===== src/rtl/seven_seg_display.sv =====
// Four-digit multiplexed 7-segment driver: picks one BCD digit per cycle,
// decodes it to active-high segments plus decimal point, and drives a
// one-hot digit strobe. Both outputs are registered (1-cycle latency).
module seven_seg_display (
    input  logic       i_Clk,
    input  logic       i_Reset,
    input  logic [1:0] i_Select,
    input  logic [3:0] i_Enable_Digits,
    input  logic       i_Enable_Dot,
    input  logic [3:0] i_Data_Dig1,
    input  logic [3:0] i_Data_Dig2,
    input  logic [3:0] i_Data_Dig3,
    input  logic [3:0] i_Data_Dig4,
    output logic [7:0] o_Segments,
    output logic [3:0] o_Digits
);

    logic [3:0] data_sel;
    logic       dig_en;
    logic [6:0] seg_pat;
    logic [7:0] segments_d, segments_q;
    logic [3:0] digits_d,   digits_q;

    // Route the selected digit's data and its enable bit (enable vector is
    // MSB-first: bit3 belongs to digit1).
    always_comb begin
        data_sel = i_Data_Dig1;
        dig_en   = i_Enable_Digits[3];
        case (i_Select)
            2'd0: begin data_sel = i_Data_Dig1; dig_en = i_Enable_Digits[3]; end
            2'd1: begin data_sel = i_Data_Dig2; dig_en = i_Enable_Digits[2]; end
            2'd2: begin data_sel = i_Data_Dig3; dig_en = i_Enable_Digits[1]; end
            default: begin data_sel = i_Data_Dig4; dig_en = i_Enable_Digits[0]; end
        endcase
    end

    // BCD to segment pattern (g..a); non-BCD codes blank the digit.
    always_comb begin
        seg_pat = 7'b0000000;
        case (data_sel)
            4'd0: seg_pat = 7'b0111111;
            4'd1: seg_pat = 7'b0000110;
            4'd2: seg_pat = 7'b1011011;
            4'd3: seg_pat = 7'b1001111;
            4'd4: seg_pat = 7'b1100110;
            4'd5: seg_pat = 7'b1101101;
            4'd6: seg_pat = 7'b1111101;
            4'd7: seg_pat = 7'b0000111;
            4'd8: seg_pat = 7'b1111111;
            4'd9: seg_pat = 7'b1101111;
            default: seg_pat = 7'b0000000;
        endcase
    end

    // Next output values: everything dark when the selected digit is off;
    // the dot only ever lights on digit2 (hours/minutes separator).
    always_comb begin
        segments_d = 8'h00;
        digits_d   = 4'b0000;
        if (dig_en) begin
            segments_d = {i_Enable_Dot && (i_Select == 2'd1), seg_pat};
            digits_d   = 4'b0001 << i_Select;
        end
    end

    // Output registers; reset blanks the display and overrides all inputs.
    always_ff @(posedge i_Clk) begin
        if (i_Reset) begin
            segments_q <= 8'h00;
            digits_q   <= 4'b0000;
        end else begin
            segments_q <= segments_d;
            digits_q   <= digits_d;
        end
    end

    assign o_Segments = segments_q;
    assign o_Digits   = digits_q;

endmodule


===== config.mk =====
export PLATFORM = sky130hd
export DESIGN_NAME = seven_seg_display
export DESIGN_NICKNAME = d
export VERILOG_FILES = /design/src/rtl/seven_seg_display.sv
export SDC_FILE = /design/constraint.sdc
export NUM_CORES = 1
export LEC_CHECK = 0
export CORE_MARGIN = 4
export CORE_UTILIZATION = 33
export DETAILED_ROUTE_END_ITERATION = 7
export GPL_ROUTABILITY_DRIVEN = 0
export GPL_TIMING_DRIVEN = 0
export HOLD_SLACK_MARGIN = 0.06
export PLACE_DENSITY = 0.73
export SETUP_SLACK_MARGIN = 0.05
export SLEW_MARGIN = 10
export SYNTH_ARGS = -nofsm -noshare
export SYNTH_HDL_FRONTEND = slang
export SYNTH_SLANG_ARGS = --single-unit

===== constraint.sdc =====
create_clock -name i_Clk -period 1.7 [get_ports i_Clk]
set_input_delay 0.34 -clock i_Clk [delete_from_list [all_inputs] [get_ports i_Clk]]
set_output_delay 0.34 -clock i_Clk [all_outputs]
set_load 0.02 [all_outputs]

==> results of run 1 <==
==> sequential cells by signal, indices dropped and copies added, names as in the netlist <==
name	count
o_Digits	4
o_Segments	8
==> critical path, delay by kind of cell <==
family                     cells  cell delay [ns]
buffers and inverters          3             0.52
muxes                          1             0.50
adders and majority gates      1             0.25
and+or+nand+nor                3             0.18
==> synthesized netlist by cell type <==
library cell and number:
dfxtp_1 12, ha_1 6, nor2_1 5, inv_1 4, o32ai_1 4, a21oi_1 3
mux4_2 3, nand2_1 3, buf_2 2, buf_6 2, mux4_1 2, nand2b_1 2
nor2b_1 2, o21a_1 2, and2_1 1, nand2b_4 1, nor3_1 1, nor4b_1 1
nor4bb_1 1, o21ai_0 1, o22a_1 1, xnor2_1 1
==> cell type report <==
type	instances	area, um2	share of cell area (%)
Timing Repair Buffer	45	452	35.3
Sequential cell	12	240	18.7
Multi-Input combinational cell	40	467	36.4
Buffer	4	51.3	4.00
Tap cell	27	33.8	2.64
Inverter	4	15.0	1.17
Clock buffer	3	22.5	1.76
==> timing repair <==
| item | in CTS | in global routing |
|---|---|---|
| endpoints found under the hold margin | 0 | 0 |
| buffers inserted | 6 | 5 |
| hold buffers | 0 | 0 |
| pin swaps | 6 | 8 |
| cloned | 0 | 0 |
| gates resized for setup | 20 | 23 |
| endpoints found under the setup margin | 6 | 5 |
==> per-stage QoR <==
stage | instance area (um2) | setup WS [ns]
6_report | 1280 | 0.0782
5_1_grt | 1280 | 0.0336
4_1_cts | 1180 | 0.0470
3_5_place_dp | 1050 | -0.400
3_3_place_gp | 1050 | -0.370
2_1_floorplan | 674 | -0.0172
==> per-layer routing <==
| metal | vias up | track usage, % | routed length (um) |
|---|---|---|---|
| met5 | - | 0 | 0 |
| met4 | 0 | 4.26 | 28 |
| met3 | 5 | 7.04 | 188 |
| met2 | 35 | 24.4 | 929 |
| met1 | 290 | 12.6 | 676 |
| li1 | 314 | - | - |
==> worst max-delay path by stage <==
| stage | endpoint |
|---|---|
| 2_1_floorplan | o_Segments[5]$_SDFF_PP0_ |
| 3_3_place_gp | o_Segments[5]$_SDFF_PP0_ |
| 3_5_place_dp | o_Segments[5]$_SDFF_PP0_ |
| 4_1_cts | o_Segments[6]$_SDFF_PP0_ |
| 5_1_grt | o_Segments[4]$_SDFF_PP0_ |
| 6_report | o_Segments[1]$_SDFF_PP0_ |
==> power by group through the flow <==
stage	registers (mW)	logic [mW]	clock network [mW]
4_1_cts	0.302	0.292	0.175
3_5_place_dp	0.309	0.244	0
5_1_grt	0.303	0.371	0.198
3_3_place_gp	0.308	0.242	0
2_1_floorplan	0.331	0.120	0
6_report	0.302	0.345	0.169
==> kinds of logic after synthesis <==
kind of cell | after synthesis | share of synthesized area, %
compound gates | 11 | 11.8
xor+xnor | 1 | 1.31
fa+ha+maj | 6 | 11.2
buf+inv | 8 | 7.10
flops | 12 | 35.9
mux | 5 | 17.9
simple gates | 17 | 14.8
==> flow_summary.ini, run 1 <==
[routing]
vias = 644
ant_nets = 0
drt_first_iter_violations = 5
dr.pass1.iters = 4
drc = 0
vias_per_cell = 4.77
avgRoutedWirePerCell_um = 13.5
routed_wl_um = 1820

[sta]
drv_slew = 0
worst_slew_pin_slew_ns = 0.341
finalHoldViolCount = 0
fmax_mhz = 617
setup_tns_ns = 0
post-route-min-period_ns = 1.62
fin_crit_sh_pct = 95.4
max-slew-margin-rel_pct = 77.0
setup_viol_count_final = 0
rsz0062_at_grt = no
finalHoldWorstSlack_ns = 0.269

[clock_network]
htreeDepth = 1
cts_made_buffers = 3
ctsRootBufferMaster = clkbuf_4
clk_pin_slew_ns = 0.07
cts_tree = yes
cts_sinks = 12
clockBufferDepth = 2

[final_layout]
final_common_cell = clkdlybuf4s50_1
syn_to_final_growth_pct = 91.4
final_nets = 141
nFillCells = 156
drive_gt1_share_pct = 34.3
n_antenna_cell = 0
mostFrequentLayoutCells = 22 x clkdlybuf4s50_1, 12 x dfxtp_1, 7 x buf_6
fin_util_pct = 66.0
fin_cells = 135

[place]
placed_cells = 121
hpwl_um = 1160
port_buffers = 34

[yosys]
syn-num-nets = 91
postSynthCellCount = 60
synth_top_area_share_pct = 35.9
synthesis.area_um2 = 669
synth-seq-cells = 12
syn_avg_cell_area_um2 = 11.2
yosys_warnings = 0
synth-seq-area-share_pct = 35.9
yosysTopAreaCell = dfxtp_1
synthTopCellsByArea = dfxtp_1 36%, ha_1 11%, mux4_2 10%
yosysUniqueCellTypes = 22

[worst_hold_path]
min_path_type = in -> reg
hold_path_end = o_Digits[2]$_SDFF_PP0_
hold_start = i_Select[0]
hold_depth = 2

[floorplanning]
core_area_mm2 = 0.00194
die_area_mm2 = 0.00281
rows = 16
start_util_pct = 34.5
die_w_um = 53.0
die_h_um = 53.0
io_pins = 37

[setup_path]
max_stage_delay_ns = 0.50
path_cells = dlygate4sd2_1 > mux4_2 > buf_4 > buf_4 > ha_4 > nor2_1 > nor2_1 > nor2_1
cp_slowest_cell = mux4_2
required_ns = 1.87
critPathArrivalTime_ns = 1.79
crit_path_max_fanout = 3
cp-end-kind = register
crit_type = in -> reg
startpoint = i_Data_Dig3[0]
path_common_cell = nor2_1
critical_path.startpoint_type = primary input

[run]
maxCapViolCount = 0

[power_and_ir_drop]
p_sw_share_pct = 29.1
vdd_drop_max_uv = 594
power_density_mw_per_mm2 = 636
clkPwrFrac_pct = 20.7
power_mw = 0.815
p_leak_nw = 0.549
power_frac_seq_pct = 37.0
switching_power_mw = 0.237
cell_internal_pwr_mw = 0.578
combPwrFrac_pct = 42.3

[grt]
grt_pass1_wl_um = 2650
grtUsageTotal_pct = 13.3
grt_overflow = 0
grt_max_degree = 11
antenna_found_initial = 0
grt_pass1_vias = 657

[outcome]
outcome = completed
No activity file was read; power rests on OpenSTA's default activity.
==> run 2, diff against run 1 <==
- ABC_CLOCK_PERIOD_IN_PS: default -> 1700
- CAP_MARGIN: default -> 30
- CTS_CLUSTER_SIZE: default -> 40
==> results of run 2 <==
Same layout as run 1: the final DEF is identical, and so are final timing and power.
